$ cat src/rtl/ppg_pkg.sv
// ppg_pkg
// Shared definitions for the PPG sample-FIFO drain path.
//   ppg_rd_state_t : reader state machine encoding (IDLE, RUN, DRAIN)
//   PPG_WIDTH      : default sample width
//   PPG_WINDOW     : default analysis window length in samples
//   PPG_SEQ_W      : default sequence-number width (PPG_RD_SEQ_EN builds only)
//   ppg_credit_ok  : true while another FIFO read can be issued without
//                    overflowing the 2-entry output buffer
package ppg_pkg;

    typedef enum logic [1:0] {
        IDLE  = 2'd0,
        RUN   = 2'd1,
        DRAIN = 2'd2
    } ppg_rd_state_t;

    localparam int PPG_WIDTH  = 10;
    localparam int PPG_WINDOW = 64;
    localparam int PPG_SEQ_W  = 16;

    // Every sample already buffered or still on its way from the FIFO holds a
    // buffer slot, so a new read is only safe while fewer than two are claimed.
    function automatic logic ppg_credit_ok(input logic [1:0] occ, input logic inflight);
        return ({1'b0, occ} + {2'b00, inflight}) < 3'd2;
    endfunction

endpackage

$ cat src/rtl/ppg_skid_buf.sv
// ppg_skid_buf
// Two-entry FIFO that absorbs the FIFO's one-cycle read latency.
// Ports:
//   clk, reset : clock, asynchronous active-high reset
//   push       : write push_data at the tail
//   push_data  : entry to store (W bits)
//   pop        : drop the head entry (caller guarantees occ != 0)
//   occ        : number of stored entries, 0..2
//   head_data  : oldest entry; only meaningful while occ != 0
// The caller guarantees no push when full.
module ppg_skid_buf #(
    parameter int W = 10
) (
    input  logic         clk,
    input  logic         reset,
    input  logic         push,
    input  logic [W-1:0] push_data,
    input  logic         pop,
    output logic [1:0]   occ,
    output logic [W-1:0] head_data
);

    logic [W-1:0] mem [2];
    logic         rd_ptr;
    logic         wr_ptr;

    // A write only lands on the head slot when the buffer is empty, so the
    // head stays stable from the moment it becomes valid until it is popped.
    assign head_data = mem[rd_ptr];

    // Storage, pointers and occupancy. Push and pop in the same cycle leave
    // the occupancy unchanged while both pointers advance.
    always_ff @(posedge clk or posedge reset) begin
        if (reset) begin
            mem[0] <= '0;
            mem[1] <= '0;
            rd_ptr <= 1'b0;
            wr_ptr <= 1'b0;
            occ    <= 2'd0;
        end else begin
            if (push) begin
                mem[wr_ptr] <= push_data;
                wr_ptr      <= ~wr_ptr;
            end
            if (pop) begin
                rd_ptr <= ~rd_ptr;
            end
            case ({push, pop})
                2'b10:   occ <= occ + 2'd1;
                2'b01:   occ <= occ - 2'd1;
                default: occ <= occ;
            endcase
        end
    end

endmodule

$ cat src/rtl/ppg_fifo_reader.sv
// ppg_fifo_reader
// Drain side of the PPG sample FIFO: pops samples from the FIFO's
// registered-read port, buffers them in a 2-entry skid buffer and presents
// them on a valid/ready stream, tagging each with its position in a
// WINDOW-sample analysis window.
// Optional feature macro: PPG_RD_SEQ_EN adds m_seq, a per-sample sequence
// number stamped at capture that travels with its sample.
// Ports:
//   clk, reset : clock, asynchronous active-high reset
//   enable     : allows new FIFO reads
//   fifo_empty : FIFO empty flag
//   fifo_rd_en : FIFO pop request
//   fifo_data  : FIFO read data, valid the cycle after fifo_rd_en
//   m_valid, m_ready, m_data : output sample stream
//   m_last     : last sample of the current window
//   win_idx    : index of m_data within its window
//   busy       : a read is in flight or the buffer holds samples
//   m_seq      : sample sequence number (PPG_RD_SEQ_EN only)
module ppg_fifo_reader import ppg_pkg::*; #(
    parameter int WIDTH  = PPG_WIDTH,
    parameter int WINDOW = PPG_WINDOW,
    parameter int SEQ_W  = PPG_SEQ_W
) (
    input  logic                       clk,
    input  logic                       reset,
    input  logic                       enable,
    input  logic                       fifo_empty,
    output logic                       fifo_rd_en,
    input  logic [WIDTH-1:0]           fifo_data,
    output logic                       m_valid,
    input  logic                       m_ready,
    output logic [WIDTH-1:0]           m_data,
    output logic                       m_last,
    output logic [$clog2(WINDOW)-1:0]  win_idx,
    output logic                       busy
`ifdef PPG_RD_SEQ_EN
    ,
    output logic [SEQ_W-1:0]           m_seq
`endif
);

    localparam int IDX_W = $clog2(WINDOW);

    // Reject parameter sets the window counter and sequence tag cannot handle.
    if (WINDOW < 2 || SEQ_W < 1) begin : g_bad_params
        $error("ppg_fifo_reader: WINDOW must be >= 2 and SEQ_W >= 1");
    end

`ifdef PPG_RD_SEQ_EN
    localparam int BUF_W = WIDTH + SEQ_W;
`else
    localparam int BUF_W = WIDTH;
`endif

    ppg_rd_state_t    state;
    ppg_rd_state_t    state_next;
    logic             inflight;
    logic [1:0]       occ;
    logic             pop;
    logic [BUF_W-1:0] push_data;
    logic [BUF_W-1:0] head_data;

`ifdef PPG_RD_SEQ_EN
    logic [SEQ_W-1:0] seq_cnt;

    // Sequence numbers are stamped at capture so they stay attached to their
    // sample through the buffer; the counter wraps naturally at 2^SEQ_W.
    always_ff @(posedge clk or posedge reset) begin
        if (reset) begin
            seq_cnt <= '0;
        end else if (inflight) begin
            seq_cnt <= seq_cnt + 1'b1;
        end
    end

    assign push_data = {seq_cnt, fifo_data};
    assign m_seq     = head_data[BUF_W-1:WIDTH];
`else
    assign push_data = fifo_data;
`endif

    assign m_valid = (occ != 2'd0);
    assign m_data  = head_data[WIDTH-1:0];
    assign pop     = m_valid & m_ready;
    assign busy    = inflight | m_valid;
    assign m_last  = m_valid & (win_idx == IDX_W'(WINDOW - 1));

    ppg_skid_buf #(
        .W(BUF_W)
    ) u_buf (
        .clk       (clk),
        .reset     (reset),
        .push      (inflight),
        .push_data (push_data),
        .pop       (pop),
        .occ       (occ),
        .head_data (head_data)
    );

    // State register.
    always_ff @(posedge clk or posedge reset) begin
        if (reset) begin
            state <= IDLE;
        end else begin
            state <= state_next;
        end
    end

    // Next state and read request. The credit check deliberately ignores a
    // same-cycle pop so that fifo_rd_en depends only on registered state and
    // fifo_empty, never combinationally on m_ready. DRAIN keeps the block
    // alive until a sample fetched before enable dropped has been delivered.
    always_comb begin
        state_next = state;
        fifo_rd_en = 1'b0;
        case (state)
            IDLE: begin
                if (enable) state_next = RUN;
            end
            RUN: begin
                fifo_rd_en = ~fifo_empty & ppg_credit_ok(occ, inflight);
                if (!enable) state_next = DRAIN;
            end
            DRAIN: begin
                if (enable) begin
                    state_next = RUN;
                end else if (!inflight && occ == 2'd0) begin
                    state_next = IDLE;
                end
            end
            default: state_next = IDLE;
        endcase
    end

    // A read issued this cycle returns data next cycle; this flag marks the
    // cycle in which fifo_data must be captured into the buffer.
    always_ff @(posedge clk or posedge reset) begin
        if (reset) begin
            inflight <= 1'b0;
        end else begin
            inflight <= fifo_rd_en;
        end
    end

    // Window position of the head sample; advances only when it is consumed,
    // so it stays stable while the sample waits on backpressure.
    always_ff @(posedge clk or posedge reset) begin
        if (reset) begin
            win_idx <= '0;
        end else if (pop) begin
            if (win_idx == IDX_W'(WINDOW - 1)) begin
                win_idx <= '0;
            end else begin
                win_idx <= win_idx + 1'b1;
            end
        end
    end

endmodule

$ cat config.mk
export PLATFORM = sky130hd
export DESIGN_NAME = ppg_fifo_reader
export DESIGN_NICKNAME = d
export VERILOG_FILES = /design/src/rtl/ppg_pkg.sv /design/src/rtl/ppg_skid_buf.sv /design/src/rtl/ppg_fifo_reader.sv
export SDC_FILE = /design/constraint.sdc
export NUM_CORES = 1
export LEC_CHECK = 0
export CAP_MARGIN = 0
export CORE_MARGIN = 10
export CORE_UTILIZATION = 52
export CTS_BUF_LIST = sky130_fd_sc_hd__clkbuf_16
export DETAILED_ROUTE_END_ITERATION = 7
export GPL_TIMING_DRIVEN = 0
export PLACE_DENSITY_LB_ADDON = 0.1
export SYNTH_ARGS = -nofsm -noshare
export SYNTH_HDL_FRONTEND = slang
export SYNTH_HIERARCHICAL = 1
export SYNTH_SLANG_ARGS = --single-unit
$ cat constraint.sdc
create_clock -name clk -period 2.81 [get_ports clk]
set_input_delay 0.7025 -clock clk [delete_from_list [all_inputs] [get_ports clk]]
set_output_delay 0.7025 -clock clk [all_outputs]
set_load 0.02 [all_outputs]
==> results of run 1 <==
[worst max-delay path: stages]
cell and delay [ns]:
clkdlybuf4s50_1 0.40, or4b_1 0.45, a21oi_1 0.17, clkbuf_2 0.20
[repair_timing]
item                                    CTS  global route
endpoints found under the hold margin     0             0
endpoints found under the setup margin    1             1
gates resized for setup                   1             2
pin swaps                                 0             0
[synth_stat cells, drive strengths merged]
cell    number
dfrtp       33
mux2        30
nand2        7
a21oi        4
inv          4
o21ai        4
xnor2        4
xor2         3
and3         2
ha           2
nand4        2
nor2         2
nor3         2
a21boi       1
a21o         1
and2         1
buf          1
nand2b       1
nand3        1
nand3b       1
or2          1
or3          1
or4b         1
[logic make-up after synthesis]
kind of cell / Yosys count
compound gates: 10
mux: 30
fa+ha+maj: 2
buf+inv: 5
simple gates: 22
xor+xnor: 7
flops: 33
[how the worst min path moves through the flow]
stage                  startpoint             to  slack (ns)  cells after the start
global route        u_buf/mem[17]  u_buf/mem[17]        0.52                      1
CTS                    win_idx[4]     win_idx[4]        0.50                      1
global placement         state[0]       state[0]        0.48                      1
finish                 win_idx[4]     win_idx[4]        0.49                      1
detailed placement     win_idx[4]     win_idx[4]        0.49                      1
floorplan                state[1]       state[0]        0.46                      1
[flip-flops by register name (all words and copies together) (netlist names)]
register / count
u_buf/occ: 2
u_buf/mem: 20
u_buf/rd_ptr: 1
u_buf/wr_ptr: 1
win_idx: 6
state: 2
inflight: 1
[area by class of cell]
class / count / area share (%)
flip-flops and latches: 33 / 40.6
multi-input cells: 71 / 30.7
repair buffers: 34 / 16.5
clock buffers: 5 / 6.15
clock inverters: 3 / 3.20
well taps: 31 / 1.91
inverters: 4 / 0.738
plain buffers: 1 / 0.246
[per-layer routing]
metal	vias up	share of wire, %	GRT usage (%)
li1	469	-	-
met1	463	41	13.4
met2	24	49	19.4
met3	6	9.1	7.62
met4	0	1.5	5.06
met5	-	0	0
[power breakdown]
group	internal, W	total, W	leakage [nW]	switching (W)
registers	0.000698	0.000868	0.393	0.000169
clock network	0.000506	0.000700	0.0938	0.000194
logic	0.000619	0.00112	0.384	0.000503
total	0.00182	0.00269	0.871	0.000866
[per-stage QoR]
step / instances / power (W) / setup TNS, ns / util (%) / worst slack (ns)
after floorplan: 109 / 0.00154 / 0 / - / 0.563
after global placement: 174 / 0.00197 / -0.259 / 67.6 / -0.259
after detailed placement: 174 / 0.00201 / -0.258 / 67.6 / -0.258
after CTS: 182 / 0.00273 / 0 / 74.6 / 0.00610
after global routing: 182 / 0.00286 / 0 / 74.4 / 0.0918
final: 182 / 0.00269 / 0 / 74.4 / 0.183
==> metrics.md, run 1 <==
| Metric | Value |
|---|---|
| Initial core utilization | 53.8% |
| Largest family of logic cells by synthesized area | multiplexers |
| Grt total ovfl | 0 |
| Share of the synthesized area in the top cell type | about 56% |
| Synth Area per Inst | approximately 13 um^2 |
| Fmax | 381 MHz |
| Gate Count Post-Synth | between 100 and 150 |
| Setup Crit Path Kind | in2out |
| Area of the core | about 0.0027 mm^2 |
| Register area share after synthesis | about 56% |
| H-tree levels | 2 |
| Clock Tree Buf Depth | 2 |
| Crit path to | fifo_rd_en |
| # rows | 19 |
| Post-Route Skew | about 0.0018 ns |
| Mapped Nets | 126 |
| Peak VDD IR | about 1.4 mV |
| CTS tree | yes |
| R2R Path End | u_buf/occ[1] |
| Fin nets | roughly 170 |
| CTS Root Cell | clkbuf_16 |
| Worst Reg-to-Reg Cells | 5 |
| Post-synthesis mux area share | around 23% |
| Simple-Gate Fraction of Synth Area | 9.62% |
| Flops & latches, synth | 33 |
| PortBufs | 34 |
| Rel. slew slack | just over 40% |
| Synth Area in Compound Gates | about 4% |
| Number of global-route vias before repair | roughly 1000 |
| Die area | about 0.0054 mm^2 |
| Diodes inserted | 0 |
| Gpl congestion | a little under 0.7 |
| Vias per inst | roughly 5.3 |
| RR Startpoint | u_buf/occ[0] |
| Post-Synthesis Cell Area | ~0.0015 mm^2 |
| Largest net degree at the start of global routing | 25 |
| Power per cell area | 1320 mW/mm^2 |
| Final hold vios | 0 |
| XOR/XNOR Fraction of Synth Area | about 4.2% |
| Max Cap Viol | 0 |
| DPL Wire Length | 2.17 mm |
| FF+latch area | 826 um^2 |
| Data required, critical path | roughly 2.1 ns |
| Routed vias | a little under 1000 |
| Wire per inst | 16.4 um |
| Status | complete, no violations |
| Crit path time final | around 2.6 ns |
| Synth warn | 6 |
| All-Layer GR Usage | approximately 13% |
| Commonest cells after routing, fill and taps aside | dfrtp_1, clkdlybuf4s50_1, mux2_2 |
| DR iter-0 viols | 52 |
| Post-synth cell types | 28 |
| Final period util | 93.5% |
| Design area | slightly above 0.002 mm^2 |
| Detailed Route WL | around 3.0 mm |
| First-pass GRT wire length | ~5 mm |
| DRT Pass-1 Iters | 3 |
| Post-CTS Hold Buffers | 0 |
| Worst Path Max Fanout | 2 |
| Leak | just under 0.9 nW |
| Top cells by area, synth | dfrtp_1, mux2_2, xnor2_1, xor2_1, ha_1 |
| Multi-input gate area | 624 um^2 |
| CP endpoint kind | primary output |
| Worst R2R Setup Slack | 1.20 ns |
| RSZ-0062 raised after global routing | false |
| Final Slew Violations | 0 |
| Critical path launch point | fifo_empty |
| Placed cell areas | approximately 0.0018 mm^2 |
| Synth Area in Adders | around 1.7% |
| Io pins | 35 |
| Final hold slack | around 0.49 ns |
| Post-route ant nets | 0 |
| Area grow syn2layout | 38.4% |
| Startpoint Class | input pin |
| Initial antenna violation count | 0 |
| Detailed-route DRC error count | 0 |
| Slew @ Worst Pin | around 0.89 ns |
| Die X | approximately 73 um |
| Clock sink total | 33 |
| Ratio of cells with drive above 1 in the final layout | approximately a third |
| Final setup viols | 0 |
| Fillers | between 150 and 200 |
| CTS buffer count | 5 |
| HP Class | reg2reg |
| Worst-Skew Late Latency | between 0.2 and 0.3 ns |
| Setup Buffers After CTS | 0 |
| Worst-path clk slew | 0.05 ns |
| Die H | about 73 um |
| Cell accounting for the most synthesized area | dfrtp_1 |
| CP arrival | 1.92 ns |
No activity file was read; power rests on OpenSTA's default activity.
==> run 2: changes to the inputs <==
==> constraint.sdc (replaced) <==
create_clock -name clk -period 3.1 [get_ports clk]
set_input_delay 0.775 -clock clk [delete_from_list [all_inputs] [get_ports clk]]
set_output_delay 0.775 -clock clk [all_outputs]
set_load 0.02 [all_outputs]
==> run 2 against run 1 <==
  * Worst setup slack got worse by 0.0015 ns
  * Power decreased by 9.3%
  * Clock skew about the same
  * Combinational power decreased by 9%
  * Global-route usage unchanged
  * Cell count unchanged
  * Non-clock buffer count unchanged
  * Die area unchanged
  * Design area increased by 0.18%
  * Wire length about the same
  * Via count unchanged
  * First-iteration DRC count unchanged
  * Critical path type unchanged
==> metrics.md, run 2 (synthesis results as in run 1) <==
| Metric | Value |
|---|---|
| RR Startpoint | u_buf/occ[0] |
| All-Layer GR Usage | 12.5% |
| Worst-Skew Late Latency | ~0.28 ns |
| DPL Wire Length | roughly 2.2 mm |
| Final Slew Violations | 0 |
| HP Class | reg2reg |
| CTS Root Cell | clkbuf_16 |
| Initial core utilization | a little over half |
| Worst R2R Setup Slack | 1.49 ns |
| CTS tree | yes |
| Max Cap Viol | 0 |
| Vias per inst | 5.29 |
| Detailed-route DRC error count | 0 |
| Wire per inst | ~16 um |
| Fin nets | 167 |
| DR iter-0 viols | 52 |
| Die area | roughly 0.0054 mm^2 |
| DRT Pass-1 Iters | 3 |
| Status | complete, no violations |
| Crit path time final | 2.92 ns |
| Peak VDD IR | 1.24 mV |
| Clock Tree Buf Depth | 2 |
| Worst Reg-to-Reg Cells | 5 |
| Data required, critical path | about 2.3 ns |
| Worst-path clk slew | 0.05 ns |
| Min-Delay Endpoint | win_idx[4] |
| Placed cell areas | approximately 0.0018 mm^2 |
| Number of global-route vias before repair | 1024 |
| Commonest cells after routing, fill and taps aside | dfrtp_1, clkdlybuf4s50_1, mux2_2 |
| Rel. slew slack | between 40% and 50% |
| CP arrival | around 2.1 ns |
| Fmax | between 300 and 400 MHz |
| Grt total ovfl | 0 |
| Worst Path Max Fanout | 2 |
| Ratio of cells with drive above 1 in the final layout | a little under a third |
| Power per cell area | between 1000 and 1500 mW/mm^2 |
| Diodes inserted | 0 |
| CTS buffer count | 5 |
| R2R Path End | u_buf/occ[1] |
| Fin Setup TNS | 0 ns |
| # rows | 19 |
| Detailed Route WL | around 3 mm |
| Area grow syn2layout | 38.6% |
| Post-route ant nets | 0 |
| Final setup viols | 0 |
| Clock sink total | 33 |
| Setup Buffers After CTS | 0 |
| Startpoint Class | input pin |
| Slew @ Worst Pin | between 0.8 and 0.9 ns |
| Overall power | about 0.0024 W |
| Layout Utilization | about three quarters |
| Post-Route Skew | ~0.0018 ns |
| Max stage delay on crit path | roughly 0.45 ns |
| Final period util | a little over nine tenths |
| Design area | 0.00204 mm^2 |
| Initial antenna violation count | 0 |
| Final hold vios | 0 |
| Setup Crit Path Kind | in2out |
| Slowest-stage cell, CP | or4b_1 |
| Io pins | 35 |
| Die X | around 73 um |
| RSZ-0062 raised after global routing | false |
| Area of the core | between 0.002 and 0.003 mm^2 |
| Crit path cell chain | clkdlybuf4s50_1 -> or4b_1 -> a21oi_1 -> dlygate4sd2_1 |
| Gpl congestion | 0.686 |
| Post-CTS Hold Buffers | 0 |
| Die H | ~73 um |
| Largest net degree at the start of global routing | 25 |
| Hold depth | 1 |
| PortBufs | 34 |
| First-pass GRT wire length | ~5 mm |
| Routed vias | between 900 and 1000 |
| CP endpoint kind | primary output |
| Max reg flops | 20 |
| H-tree levels | 2 |
| Most flop-heavy register | u_buf/mem |
| Leak | about 0.87 nW |
| Regs by FF count | u_buf/mem: 20 flops, win_idx: 6 flops |
| Hold Path Origin | win_idx[4] |
[run 2: changes by cell type in the layout (fill, tap and decap cells not counted), sizes merged]
cell,previous run,this run
dlygate4sd2,0,1
clkbuf,6,5
[run 2: how the worst max path moves through the flow]
stage / from / end / slack [ns]
finish: fifo_empty / fifo_rd_en / 0.18
global route: fifo_empty / fifo_rd_en / 0.12
CTS: fifo_empty / fifo_rd_en / 0.15
detailed placement: fifo_empty / fifo_rd_en / -0.11
global placement: fifo_empty / fifo_rd_en / -0.11
floorplan: fifo_empty / fifo_rd_en / 0.71
[run 2: routing by layer]
| layer | GRT usage [%] | vias up | routed length, um |
|---|---|---|---|
| met5 | 0 | - | 0 |
| met4 | 5.06 | 0 | 45 |
| met3 | 7.62 | 6 | 281 |
| met2 | 19.4 | 24 | 1450 |
| met1 | 13.4 | 463 | 1210 |
| li1 | - | 469 | - |
[run 2: report_power, final]
group / internal, W / total (W) / switching (W) / leakage [nW]
combinational: 0.000562 / 0.00102 / 0.000456 / 0.387
clock: 0.000458 / 0.000634 / 0.000176 / 0.0938
sequential: 0.000633 / 0.000786 / 0.000154 / 0.393
total: 0.00165 / 0.00244 / 0.000785 / 0.874
[run 2: cell type report]
cell class / count / area (um^2)
plain buffers: 1 / 5.00
clock buffers: 5 / 125
clock inverters: 3 / 65.1
fillers: 188 / 696
inverters: 4 / 15.0
multi-input cells: 71 / 624
flip-flops and latches: 33 / 826
well taps: 31 / 38.8
repair buffers: 34 / 339
[run 2: worst max-delay path: cells and delay by family]
kind	cells	cell delay (ns)
buf+inv	2	0.75
simple gates	1	0.45
compound gates	1	0.16
[run 2: what timing repair did]
item | CTS | global route
gates resized for setup | 1 | 0
endpoints found under the setup margin | 1 | 0
endpoints found under the hold margin | 0 | 0
[run 2: metrics by stage]
stage | hold WS [ns] | instances | worst slack [ns]
global placement | 0.478 | 174 | -0.114
finish | 0.489 | 182 | 0.182
CTS | 0.497 | 182 | 0.151
global route | 0.519 | 182 | 0.121
detailed placement | 0.488 | 174 | -0.113
floorplan | 0.458 | 109 | 0.708
